**config.mk**
```make
export PLATFORM = sky130hd
export DESIGN_NAME = mem_arbiter
export DESIGN_NICKNAME = d
export VERILOG_FILES = /design/src/rtl/mem_arbiter_pkg.sv /design/src/rtl/mem_arbiter_rr_pick2.sv /design/src/rtl/mem_arbiter.sv
export SDC_FILE = /design/constraint.sdc
export NUM_CORES = 1
export LEC_CHECK = 0
export CAP_MARGIN = 20
export CORE_AREA = 3 3 97 99
export DETAILED_ROUTE_END_ITERATION = 6
export DIE_AREA = 0 0 100 102
export GPL_TIMING_DRIVEN = 0
export PLACE_DENSITY = 0.88
export RECOVER_POWER = 50
export SLEW_MARGIN = 20
export SYNTH_ARGS = -nofsm -noshare
export SYNTH_HDL_FRONTEND = slang
export SYNTH_SLANG_ARGS = --single-unit
```
**constraint.sdc**
```tcl
create_clock -name clk -period 3.17 [get_ports clk]
set_input_delay 0.4755 -clock clk [delete_from_list [all_inputs] [get_ports clk]]
set_output_delay 0.4755 -clock clk [all_outputs]
set_load 0.02 [all_outputs]
```
**src/rtl/mem_arbiter_pkg.sv**
```systemverilog
// Shared constants for the memory arbiter: requester indices and parameter defaults.
package mem_arbiter_pkg;
    localparam logic REQ_A = 1'b0;
    localparam logic REQ_B = 1'b1;

    localparam int DWIDTH_DEF    = 32;
    localparam int MEMSIZE_DEF   = 10;
    localparam int MAX_HOLD_DEF  = 16;
    localparam int CNT_WIDTH_DEF = 5;
    localparam int STALL_WIDTH   = 16;
endpackage

```
**src/rtl/mem_arbiter_rr_pick2.sv**
```systemverilog
// Combinational 2-way round-robin picker: on a tie the requester that did not win last goes.
module rr_pick2
    import mem_arbiter_pkg::*;
(
    input  logic [1:0] req_i,
    input  logic       last_i,
    output logic       sel_o,
    output logic       valid_o
);

    always_comb begin
        valid_o = |req_i;
        sel_o   = REQ_A;
        if (req_i == 2'b11) begin
            sel_o = ~last_i;
        end else if (req_i[REQ_B]) begin
            sel_o = REQ_B;
        end
    end

endmodule

```
**src/rtl/mem_arbiter.sv**
```systemverilog
// Two-requester arbiter for a single-port memory: round-robin with bounded burst lock,
// and 1-cycle read-data routing back to the requester that issued the read.
module mem_arbiter
    import mem_arbiter_pkg::*;
#(
    parameter int DWIDTH    = DWIDTH_DEF,
    parameter int MEMSIZE   = MEMSIZE_DEF,
    parameter int MAX_HOLD  = MAX_HOLD_DEF,
    parameter int CNT_WIDTH = CNT_WIDTH_DEF
) (
    input  logic                   clk,
    input  logic                   rst,
    input  logic                   a_req,
    input  logic                   a_lock,
    input  logic                   a_we,
    input  logic [MEMSIZE-1:0]     a_addr,
    input  logic [DWIDTH-1:0]      a_wdata,
    output logic                   a_gnt,
    output logic                   a_rvalid,
    output logic [DWIDTH-1:0]      a_rdata,
    input  logic                   b_req,
    input  logic                   b_lock,
    input  logic                   b_we,
    input  logic [MEMSIZE-1:0]     b_addr,
    input  logic [DWIDTH-1:0]      b_wdata,
    output logic                   b_gnt,
    output logic                   b_rvalid,
    output logic [DWIDTH-1:0]      b_rdata,
    output logic                   mem_en,
    output logic                   mem_we,
    output logic [MEMSIZE-1:0]     mem_addr,
    output logic [DWIDTH-1:0]      mem_wdata,
    input  logic [DWIDTH-1:0]      mem_rdata,
    output logic [STALL_WIDTH-1:0] stall_cnt
);

    localparam logic [CNT_WIDTH-1:0] HOLD_MAX = CNT_WIDTH'(MAX_HOLD);

    logic [1:0] req;
    logic [1:0] lock;
    logic       pick_sel;
    logic       pick_valid;
    logic       hold_full;
    logic       keep;
    logic       sel;
    logic       any_gnt;

    logic                   owner_v_q, owner_v_d;
    logic                   owner_q, owner_d;
    logic                   last_q, last_d;
    logic [CNT_WIDTH-1:0]   hold_cnt_q, hold_cnt_d;
    logic                   a_rvalid_q, a_rvalid_d;
    logic                   b_rvalid_q, b_rvalid_d;
    logic [STALL_WIDTH-1:0] stall_cnt_q, stall_cnt_d;

    assign req  = {b_req, a_req};
    assign lock = {b_lock, a_lock};

    rr_pick2 u_pick (
        .req_i   (req),
        .last_i  (last_q),
        .sel_o   (pick_sel),
        .valid_o (pick_valid)
    );

    // A locked owner keeps the port until it drops req/lock, or its hold budget is spent
    // while the other side is waiting.
    always_comb begin
        hold_full = (hold_cnt_q == HOLD_MAX);
        keep      = owner_v_q && req[owner_q] && lock[owner_q] && !(hold_full && req[~owner_q]);
        sel       = keep ? owner_q : pick_sel;
        any_gnt   = !rst && (keep || pick_valid);
        a_gnt     = any_gnt && (sel == REQ_A) && a_req;
        b_gnt     = any_gnt && (sel == REQ_B) && b_req;
    end

    always_comb begin
        mem_en    = a_gnt | b_gnt;
        mem_we    = 1'b0;
        mem_addr  = '0;
        mem_wdata = '0;
        if (a_gnt) begin
            mem_we    = a_we;
            mem_addr  = a_addr;
            mem_wdata = a_wdata;
        end else if (b_gnt) begin
            mem_we    = b_we;
            mem_addr  = b_addr;
            mem_wdata = b_wdata;
        end
    end

    always_comb begin
        owner_v_d  = 1'b0;
        owner_d    = owner_q;
        last_d     = last_q;
        hold_cnt_d = '0;
        if (mem_en) begin
            last_d    = sel;
            owner_d   = sel;
            owner_v_d = lock[sel];
            if (owner_v_q && (sel == owner_q)) begin
                hold_cnt_d = hold_full ? hold_cnt_q : hold_cnt_q + CNT_WIDTH'(1);
            end else begin
                hold_cnt_d = CNT_WIDTH'(1);
            end
        end
        a_rvalid_d  = a_gnt && !a_we;
        b_rvalid_d  = b_gnt && !b_we;
        stall_cnt_d = stall_cnt_q;
        if (((a_req && !a_gnt) || (b_req && !b_gnt)) && (stall_cnt_q != '1)) begin
            stall_cnt_d = stall_cnt_q + STALL_WIDTH'(1);
        end
    end

    always_ff @(posedge clk or posedge rst) begin
        if (rst) begin
            owner_v_q   <= 1'b0;
            owner_q     <= REQ_A;
            last_q      <= REQ_B;
            hold_cnt_q  <= '0;
            a_rvalid_q  <= 1'b0;
            b_rvalid_q  <= 1'b0;
            stall_cnt_q <= '0;
        end else begin
            owner_v_q   <= owner_v_d;
            owner_q     <= owner_d;
            last_q      <= last_d;
            hold_cnt_q  <= hold_cnt_d;
            a_rvalid_q  <= a_rvalid_d;
            b_rvalid_q  <= b_rvalid_d;
            stall_cnt_q <= stall_cnt_d;
        end
    end

    // Memory returns data one cycle after the strobe; steer it only to the issuing side.
    assign a_rvalid  = a_rvalid_q;
    assign b_rvalid  = b_rvalid_q;
    assign a_rdata   = a_rvalid_q ? mem_rdata : '0;
    assign b_rdata   = b_rvalid_q ? mem_rdata : '0;
    assign stall_cnt = stall_cnt_q;

endmodule
```
---- Word level (Yosys, flattened, before mapping) ----
Index checks and enable logic that the tools add are counted.
word-level totals
  latch bits .............................. 0
  output and inout bits ................... 128
  bits in read-only memories .............. 0
  memories ................................ 0
  register bits after elaboration ......... 26
  memory bits (writable) .................. 0
cells by class
  shift operators ......................... 0
  multipliers ............................. 0
  divide/modulo/power cells ............... 0
  bitwise operators ....................... 4
  muxes and demuxes ....................... 23
  reductions and logical operators ........ 24
  magnitude comparators ................... 3
  eq/ne operators ......................... 5
  $add $sub $neg .......................... 2
operators by type and width
  cell                                                                  count
  32-bit two-way mux                                                    4
  10-bit two-way mux                                                    2
  16-bit by 1-bit adder with 16-bit output, second input constant       1
  16-bit != test, second input constant                                 1
  1-bit logical AND                                                     15
  5-bit two-way mux                                                     3
  1-bit two-way mux                                                     14
  1-bit logical NOT                                                     6
  1-bit by 2-bit < comparator with 1-bit output, second input constant  3
  5-bit by 1-bit adder with 5-bit output, second input constant         1
  5-bit == test, second input constant                                  1
  3-bit != test, second input constant                                  1
  1-bit NOT                                                             3
  2-bit == test, second input constant                                  1
  1-bit logical OR                                                      2
  2-bit OR reduction                                                    1
  1-bit == test                                                         1
  1-bit bitwise OR                                                      1

---- Longest topological paths before layout ----
Gate-level depths: netlist of run 1.
  word-level depth ........................ 14
  mapped depth ............................ 8
  depth with buffers taken out ............ 6

---- Modules after synthesis ----
A second synthesis of run 1 with hierarchy kept.
unflattened totals
  cell total of the unflattened synthesis .. 255
  area total of the unflattened synthesis .. 2363.5 um^2
modules (own cells, without submodules)
  module       seq. area each (um^2)  times used  cells an instance  area each (um^2)
  mem_arbiter  651.9                  1           253                2349.8
  rr_pick2     0.0                    1           2                  13.8

---- Worst setup path before layout of run 1 ----
No wires, ideal clock.
  kind .................................... in2out
  from .................................... input rst
  to ...................................... output mem_addr[4]
  buffers on the path ..................... 1
  setup slack ............................. 0.336 ns
  cell stages on the path ................. 6
  data arrival time ....................... 2.358 ns
  cells stage by stage .................... inv_1 > o21ai_0 > inv_2 > clkbuf_1 > nand2_1 > mux2i_1
on the way
  cells in the longest elaborated chain, start to end .. 6
RTL lines
  element                                 line               source
  from (decl)                             mem_arbiter.sv:12  input logic rst,
  1-bit logical NOT (no source line) (*)  --
  1-bit logical AND (*)                   mem_arbiter.sv:72  any_gnt = !rst && (keep || pick_valid);
  1-bit logical AND (2 in series)         mem_arbiter.sv:74  b_gnt = any_gnt && (sel == REQ_B) && b_req;
  10-bit two-way mux                      mem_arbiter.sv:86  end else if (b_gnt) begin
  10-bit two-way mux (*)                  mem_arbiter.sv:82  if (a_gnt) begin
  to (decl)                               mem_arbiter.sv:31  output logic [MEMSIZE-1:0] mem_addr,
Every way passes the cells marked *; elsewhere a longest branch is shown, timed or not.

---- Worst setup path after layout of run 1 ----
  from .................................... input b_req
  to ...................................... output mem_wdata[18]
on the way
  cells in the longest elaborated chain, start to end .. 11
RTL lines
  element                                                 line               source
  from (decl)                                             mem_arbiter.sv:21  input logic b_req,
  1-bit two-way mux (implied by the code) (2 in series)   mem_arbiter.sv:70  keep = owner_v_q && req[owner_q] && lock[owner_q] && !(hold_full && req[~owner_q]);
  1-bit logical AND                                       mem_arbiter.sv:70
  1-bit logical AND or 1-bit logical NOT (tied branches)  mem_arbiter.sv:70
  1-bit logical AND                                       mem_arbiter.sv:70
  1-bit logical OR                                        mem_arbiter.sv:72
  1-bit logical AND                                       mem_arbiter.sv:72
  1-bit logical AND (2 in series)                         mem_arbiter.sv:74
  32-bit two-way mux                                      mem_arbiter.sv:86
  32-bit two-way mux (*)                                  mem_arbiter.sv:82
  to (decl)                                               mem_arbiter.sv:32  output logic [DWIDTH-1:0] mem_wdata,
Every way passes the cells marked *; elsewhere a longest branch is shown, timed or not. The select of a mux whose other input is x is not followed.

==> results of run 1 <==
area by class of cell:
cell class | instances | area (um^2)
fillers | 766 | 3320
repair buffers | 252 | 2450
multi-input cells | 289 | 1830
flip-flops and latches | 26 | 652
plain buffers | 21 | 153
well taps | 108 | 135
clock buffers | 3 | 41.3
clock inverters | 1 | 30.0
inverters | 4 | 18.8
repair inverters | 1 | 5.00
diodes | 1 | 2.50
repair_timing:
| item | CTS | global route |
|---|---|---|
| hold buffers | 0 | 0 |
| resized for setup | 53 | 34 |
| gates cloned | 1 | 0 |
| endpoints found under the setup margin | 46 | 28 |
| pin swaps | 0 | 1 |
| setup buffers | 1 | 0 |
per-stage QoR:
stage,power [uW],cells,setup TNS [ns],util [%],hold WS (ns)
2_1_floorplan,859,340,0,-,0.489
3_3_place_gp,1300,699,-37.61,61.3,0.478
3_5_place_dp,1320,699,-40.16,61.3,0.491
4_1_cts,1570,705,0,61.8,0.503
5_1_grt,1620,706,0,61.5,0.538
6_report,1540,706,0,61.5,0.501
synthesized netlist by cell type, drive strengths merged, types with 2 or more instances:
| master | number | share of area [%] |
|---|---|---|
| nand2 | 94 | 13 |
| and2 | 65 | 15 |
| mux2i | 43 | 16 |
| dfrtp | 25 | 24 |
| clkbuf | 16 | 2.3 |
| xnor2 | 11 | 3.6 |
| nor2 | 8 | 1.1 |
| nor3 | 8 | 1.7 |
| a21oi | 6 | 1.1 |
| and3 | 6 | 1.4 |
| xor2 | 6 | 2.0 |
| buf | 5 | 3.1 |
| nand4 | 5 | 1.4 |
| o21ai | 5 | 0.95 |
| inv | 4 | 0.57 |
| nand3 | 4 | 0.76 |
| ha | 3 | 1.4 |
| mux2 | 3 | 1.4 |
| o211ai | 3 | 0.85 |
| a31oi | 2 | 0.47 |
| and4 | 2 | 0.66 |
cell families after synthesis:
logic type                 share of synthesized area, %
and+or+nand+nor                                    37.9
adders and majority gates                          1.80
buffers and inverters                              5.96
xor gates and xnor gates                           5.63
AOI/OAI and AO/OA                                  6.39
DFF                                                24.7
muxes                                              17.7
metal layers:
| layer | track usage (%) | routed length [um] |
|---|---|---|
| met5 | 0 | 0 |
| met4 | 3.83 | 138 |
| met3 | 3.82 | 983 |
| met2 | 42.1 | 6100 |
| met1 | 20.0 | 3880 |
path summary, 6_finish.rpt:
path | depth (start not counted) | to | slack [ns]
worst max register to register | 5 | stall_cnt[1] | 1.06
max in group asynchronous | 3 | stall_cnt[12] | 1.83
worst min register to register | 1 | stall_cnt[8] | 0.50
min in group asynchronous | 2 | a_rvalid | 0.71
worst min-delay path | 1 | stall_cnt[8] | 0.50
worst max-delay path | 8 | mem_wdata[18] | 0.09
power by group:
part | total, uW | switching (uW) | internal, uW
logic | 822 | 396 | 426
clock network | 278 | 109 | 169
registers | 437 | 54.1 | 383
cell usage in the layout (no fill, tap or decap), types with 2 or more instances in the layout:
master,instances
sky130_fd_sc_hd__inv_1,2
sky130_fd_sc_hd__a21oi_1,6
sky130_fd_sc_hd__clkbuf_2,17
sky130_fd_sc_hd__o21ai_0,5
sky130_fd_sc_hd__nand3_1,4
sky130_fd_sc_hd__and2_1,64
sky130_fd_sc_hd__nor2_1,8
sky130_fd_sc_hd__clkdlybuf4s50_1,175
sky130_fd_sc_hd__clkbuf_1,9
sky130_fd_sc_hd__dlygate4sd2_1,19
sky130_fd_sc_hd__o211ai_1,3
sky130_fd_sc_hd__a31oi_1,2
sky130_fd_sc_hd__buf_12,3
sky130_fd_sc_hd__dfrtp_1,25
sky130_fd_sc_hd__xnor2_1,11
sky130_fd_sc_hd__dlygate4sd3_1,32
sky130_fd_sc_hd__nor3_1,7
sky130_fd_sc_hd__and4_1,2
sky130_fd_sc_hd__xor2_1,6
sky130_fd_sc_hd__clkbuf_8,3
sky130_fd_sc_hd__mux2i_1,43
sky130_fd_sc_hd__and3_1,6
sky130_fd_sc_hd__clkdlybuf4s15_1,16
sky130_fd_sc_hd__nand4_1,5
sky130_fd_sc_hd__mux2_2,2
sky130_fd_sc_hd__ha_1,3
sky130_fd_sc_hd__nand2_1,94
state kept, by name, indices dropped and copies added (netlist names):
register    count
a_rvalid        1
b_rvalid        1
hold_cnt_q      5
last_q          1
owner_q         1
owner_v_q       1
stall_cnt      16
==> flow_results.org, run 1 <==
** CTS
- TritonCTS built the clock tree.
- Clock latency of the later-clocked register in the worst-skew pair :: 0.28 ns
- Max Root-Sink Buffers :: 2
- The clock net in this run drives a total of 26 sinks.
- After clock tree synthesis, the clock-pin slew on the worst setup and hold paths is roughly 0.09 ns.
- Clock tree synthesis inserted a total of 3 buffers.
- CTS built an H-tree with a depth of 1.
- The tree is rooted in a sky130_fd_sc_hd__clkbuf_8.

** Logic synthesis
- Synth async-reset ratio :: 100%
- The number of different library cells used by synthesis comes to 44.
- A synthesized cell averages 7.78 um^2.
- Cell area after synthesis :: 2640 um^2
- Of the synthesized area, sequential elements account for 24.7%.
- Register bit count reported by yosys :: 26
- Syn Nets :: 467
- The cell count after synthesis came out at 340.
- Primary flip-flop cell chosen by synthesis mapping :: sky130_fd_sc_hd__dfrtp_1
- The Yosys step of the flow raised 0 warnings.
- Counting flops with a built-in enable in the synthesized netlist gives 0.

** Critical path
- Walking the worst path, the cells encountered are clkdlybuf4s50_1 -> nand4_1 -> a22oi_2 -> o21a_4 -> buf_12 -> buf_12 -> mux2i_1 -> dlygate4sd2_1.
- For this design, the slowest cell found on the critical path is sky130_fd_sc_hd__clkdlybuf4s50_1.
- The cell family contributing the most delay on the critical path is buffers and inverters.
- The worst setup path is captured at a primary output.
- STA classifies the critical path startpoint as an input port.
- Most prevalent standard cell on the critical path :: sky130_fd_sc_hd__buf_12
- In this run the worst path has a maximum fanout of 10.
- Delay of the slowest critical-path stage :: 0.57 ns
- Data on the critical path is required at its endpoint by approximately 2.7 ns.
- Critical path type :: input port to primary output
- The startpoint identified for the worst register-to-register timing path is stall_cnt[0].
- Data arrives at the worst endpoint at 2.60 ns.
- Worst setup path startpoint :: b_req
- Together, buffers and inverters on the worst path number 4.

** Die
- Area of the die :: a little over 10000 um^2
- Once the floorplan was initialized, standard cells occupied 30.6% of the core.
- The floorplan has 34 rows.
- From left edge to right edge, the die measures approximately 100 um.
- Core region area :: 8640 um^2
- In this run the vertical extent of the chip is 102 um.
- Count of boundary I/O pins :: between 200 and 300

** STA
- Least-Margin Pin Slew :: between 0.7 and 0.8 ns
- The final count of hold timing violations is 0.
- The count of pins over their slew limit came to 0.
- Worst relative slew slack :: 51.8%
- Period utilisation layout :: 97.1%
- The worst path meets setup with 0.0926 ns of slack.
- Subtracting the final worst setup slack from the clock period gives 3.08 ns.
- Setup repair after global routing left no endpoint under its margin.
- Derived from the worst setup path, the maximum achievable clock frequency is 325 MHz.
- # setup viols final :: 0
- On the final layout, the worst clock skew is around 0.0074 ns.

** Placed design
- In this run the cell area measured after placement is 5290 um^2.
- Pre-CTS setup slack :: -1.02 ns
- IO Port Bufs :: 251
- Placer congestion estimate :: 0.811
- The wire-length estimate of the detail-placed layout is 9480 um.

** Global route
- The total overflow left after global routing is 0.
- The initial antenna violation count came to 1.
- Total routing usage reported by global routing :: about a fifth
- Entering global routing, the biggest net connects 16 pins.
- The first global-routing pass estimated 16500 um of wire.
- Via count of the first global-routing pass :: roughly 3400

** Worst hold path
- Startpoint of the most critical hold path :: stall_cnt[8]
- In this run the worst hold path is classified as flip-flop to flip-flop.

** Routing
- Via count normalized by instance count :: 4.88
- The detailed router finished its first iteration with between 100 and 150 violations.
- Number of nets with antenna violations after detailed routing :: 0
- Number of vias after detailed routing :: 3448
- In the routed design, unresolved DRC markers number 0.
- After detailed routing, the average wire length per cell comes to 15.7 um.
- Drt total wl :: 11100 um
- First-pass detailed-route iteration total :: 4

** Finish
- After routing the design area is 5310 um^2.
- Relative to the synthesized area, the layout overhead comes to 101%.
- At the end of the flow, the number of nets in the layout was 725.
- Fraction of final layout cells with drive strength greater than 1 :: 6.37%

** Power
- Worst voltage drop across the vdd grid :: 0.199 mV
- In this run the power density over the cells is 289 nW/um^2.
- In this run the static leakage power is 0.00247 uW.

** Status
- The flow ran to the end, and the final reports show no timing, DRC or antenna violations.

** Flow run
- Max Cap Violations :: 0
(Power assumes the default switching activity.)
==> run 2, diff against run 1 <==
--- a/config.mk
+++ b/config.mk
@@ -12,6 +12,7 @@
 export GPL_TIMING_DRIVEN = 0
 export PLACE_DENSITY = 0.88
 export RECOVER_POWER = 50
+export SKIP_LAST_GASP = 1
 export SLEW_MARGIN = 20
 export SYNTH_ARGS = -nofsm -noshare
 export SYNTH_HDL_FRONTEND = slang
==> run 2 against run 1 <==
Net effect:
- worst hold slack is the same
- clock skew stayed put
- sequential share of layout area about the same
- sequential power about the same
- total power is essentially flat
- first-iteration DRC count unchanged
- combinational power is essentially flat
- maximum frequency stayed put
- utilization up 0.087 points
- register-to-register slack hardly changed
- cell area grew 0.14%
- critical endpoint unchanged
- largest power group unchanged
==> flow_results.org, run 2 (synthesized netlist as in run 1, its figures left out) <==
** Critical path
- Chain of cells forming the critical path :: clkdlybuf4s50_1 -> nand4_1 -> a22oi_2 -> o21a_4 -> buf_12 -> buf_12 -> mux2i_1 -> dlygate4sd2_1
- Signal arrival time at the worst endpoint :: 2.60 ns (about the same)
- Among all stages on the critical path, the largest delay is contributed by sky130_fd_sc_hd__clkdlybuf4s50_1.
- The worst setup path is launched from an input port.
- In this design, the critical path's most frequently occurring cell is sky130_fd_sc_hd__buf_12.
- Critical path buffer and inverter count :: 4 (unchanged)
- STA classifies the critical path endpoint as a primary output.
- Family with the most delay on the worst path :: buffers and inverters
- The critical path's largest stage delay was 0.57 ns (about the same).
- Worst-path fanout max :: 10 (unchanged)
- Data required time at the worst endpoint :: 2.69 ns (about the same)
- Critical path type :: input port to primary output

** CTS
- CTS Hold Buffers Added :: 0 (unchanged)
- CTS clock-pin slew for the worst setup and hold paths :: 0.09 ns (about the same)
- Max Root-Sink Buffers :: 2 (unchanged)
- The clock buffer count from CTS came to 3 (unchanged).
- The clock sink count came to 26 (unchanged).
- Clock root buffer master :: sky130_fd_sc_hd__clkbuf_8
- Clock latency of the later-clocked register in the worst-skew pair :: 0.28 ns (about the same)
- Clock tree from TritonCTS :: built
- Total number of H-tree levels :: 1 (unchanged)

** Routing
- The vias per cell is 4.88 (unchanged).
- The total wirelength of the detailed-routed design came to 11100 um (unchanged).
- Number of nets with antenna violations after detailed routing :: 0 (unchanged)
- Number of vias after detailed routing :: 3448 (unchanged)
- The number of design rule violations left after detail routing was 0 (unchanged).
- Initial detailed-routing violation count :: 110 (unchanged)
- Post-detailed-route wirelength per cell :: 15.7 um (unchanged)
- The first-pass iteration count of the detailed router is 4 (unchanged).

** Die
- Starting Density :: 30.6% (unchanged)
- The boundary pin count is 252 (unchanged).
- Number of cell rows :: 34 (unchanged)
- Vertical die dimension :: 102 um (unchanged)
- The horizontal die dimension is 100 um (unchanged).
- Area of the die :: 10200 um^2 (unchanged)
- The core box area was 8640 um^2 (unchanged).

** Placed design
- The HPWL after detailed placement is 9480 um (unchanged).
- The post-place setup slack is -1.02 ns (unchanged).
- The count of input and output buffers is 251 (unchanged).
- Cell count after placement :: 699 (unchanged)
- Placer congestion estimate :: 0.811 (unchanged)
- The area of placed instances was 5290 um^2 (unchanged).

** Finish
- Leaving out fill and tap cells, the most frequent cell in the layout is sky130_fd_sc_hd__clkdlybuf4s50_1.
- Non-filler instance count after layout :: 706 (unchanged)
- The fraction of final layout cells with drive strength greater than 1 is 6.20% (-0.17 points).
- The final net count is 725 (unchanged).
- The final cell area excluding filler cells is 5320 um^2 (+0.14%).
- Max FFs per register :: 16 (unchanged)
- Synthesis-to-finish area growth :: 101%
- Highest-count cells in the layout ignoring fill and taps :: sky130_fd_sc_hd__clkdlybuf4s50_1, sky130_fd_sc_hd__nand2_1, sky130_fd_sc_hd__and2_1

** Power
- The maximum ir drop on the vdd rail came to 0.199 mV (unchanged).
- The net switching power came to 559 uW (about the same).
- Combinational share of power :: 53.5% (about the same)
- Clock Power Share :: 18.1% (about the same)
- Sequential group share of total power :: 28.4% (about the same)
- Int Pwr :: 979 uW (about the same)
- The power density over the cells is 289 nW/um^2 (about the same).
- The switching share of power came to 36.3% (about the same).
- The static leakage was 0.00249 uW (+0.58%).

** Global route
- The global routing usage summed across all routing layers was 19.9% (unchanged).
- Met3 layer usage reported by global route :: 3.82% (unchanged)
- The global-route wire length before repair was 16500 um (unchanged).
- Pin count of the biggest net entering global routing :: 16 (unchanged)
- met2 is the most crowded layer.
- The number of global-route vias before repair was 3445 (unchanged).
- The routing usage on met2 was 42.1% (unchanged).
- The initial antenna violation count came to 1 (unchanged).
- Overflow left after global routing :: 0 (unchanged)
- Met1 Usage GRT :: 20.0% (unchanged)

** STA
- The setup clock skew after layout is 0.00737 ns (unchanged).
- The count of pins over their slew limit came to 0 (unchanged).
- Least-Margin Pin Slew :: 0.723 ns (unchanged)
- The setup total negative slack was 0 ns (unchanged).
- # setup viols final :: 0 (unchanged)
- The part of the cycle the worst path needs was 97.1% (unchanged).
- Final worst slack :: 0.0926 ns (unchanged)
- Time the final worst path needs with I/O delays and setup :: 3.08 ns (unchanged)
- The worst slew slack as a fraction of its limit is 51.8% (unchanged).
- Setup repair after global routing left no endpoint under its margin.
- Number of hold violations in the final report :: 0 (unchanged)
- Highest clock rate :: 325 MHz (unchanged)

** Flow run
- The count of maximum capacitance violations came to 0 (unchanged).

** Worst hold path
- Hold Crit Class :: flip-flop to flip-flop

** Status
- Run status :: finished, final reports clean
-- run 2: layout make-up --
| class | count | area, um^2 |
|---|---|---|
| repair buffers | 252 | 2450 |
| fillers | 766 | 3320 |
| multi-input cells | 289 | 1830 |
| inverters | 4 | 18.8 |
| clock buffers | 3 | 41.3 |
| well taps | 108 | 135 |
| flip-flops and latches | 26 | 652 |
| diodes | 1 | 2.50 |
| plain buffers | 21 | 153 |
| clock inverters | 1 | 30.0 |
| repair inverters | 1 | 5.00 |
-- run 2: power groups by stage --
stage	Clock (uW)	Combinational, uW	Sequential (uW)
final	278	823	437
after global routing	299	877	447
after CTS	282	848	438
after detailed placement	0	874	445
after global placement	0	857	443
after floorplan	0	370	489
-- run 2: worst reg2reg max path, stage by stage, from the launching register on --
cell	delay [ns]
sky130_fd_sc_hd__dfrtp_1	0.40
sky130_fd_sc_hd__ha_1	0.18
sky130_fd_sc_hd__and2_0	0.21
sky130_fd_sc_hd__nand4_1	0.38
sky130_fd_sc_hd__o21ai_0	0.45
sky130_fd_sc_hd__mux2_2	0.37
-- run 2: through the flow --
step | hold WS, ns | util [%] | total power [uW]
3_5_place_dp | 0.491 | 61.3 | 1320
6_report | 0.501 | 61.6 | 1540
3_3_place_gp | 0.478 | 61.3 | 1300
5_1_grt | 0.538 | 61.6 | 1620
2_1_floorplan | 0.489 | - | 859
4_1_cts | 0.503 | 61.8 | 1570
-- run 2: final timing paths --
| path | end | slack (ns) | depth (start not counted) | startpoint |
|---|---|---|---|---|
| min reg2reg | stall_cnt[8] | 0.50 | 1 | stall_cnt[8] |
| min in group asynchronous | a_rvalid | 0.71 | 2 | rst |
| max reg2reg | stall_cnt[1] | 1.06 | 5 | stall_cnt[0] |
| min | stall_cnt[8] | 0.50 | 1 | stall_cnt[8] |
| max in group asynchronous | stall_cnt[12] | 1.83 | 3 | rst |
| max | mem_wdata[18] | 0.09 | 8 | b_req |
-- run 2: layer usage --
layer  part of all wire (%)  routed length, um  vias to the layer above
met2                     55               6100                      190
met4                    1.2                138                        0
met1                     35               3880                     1596
met3                    8.8                983                       10
li1                       -                  -                     1652
met5                      0                  0                        -
-- run 2: timing repair --
| item | 4_1_cts | 5_1_grt |
|---|---|---|
| cloned | 1 | 0 |
| buffers inserted | 1 | 0 |
| pin swaps | 0 | 1 |
| gates resized for setup | 52 | 33 |
| endpoints found under the setup margin | 46 | 28 |
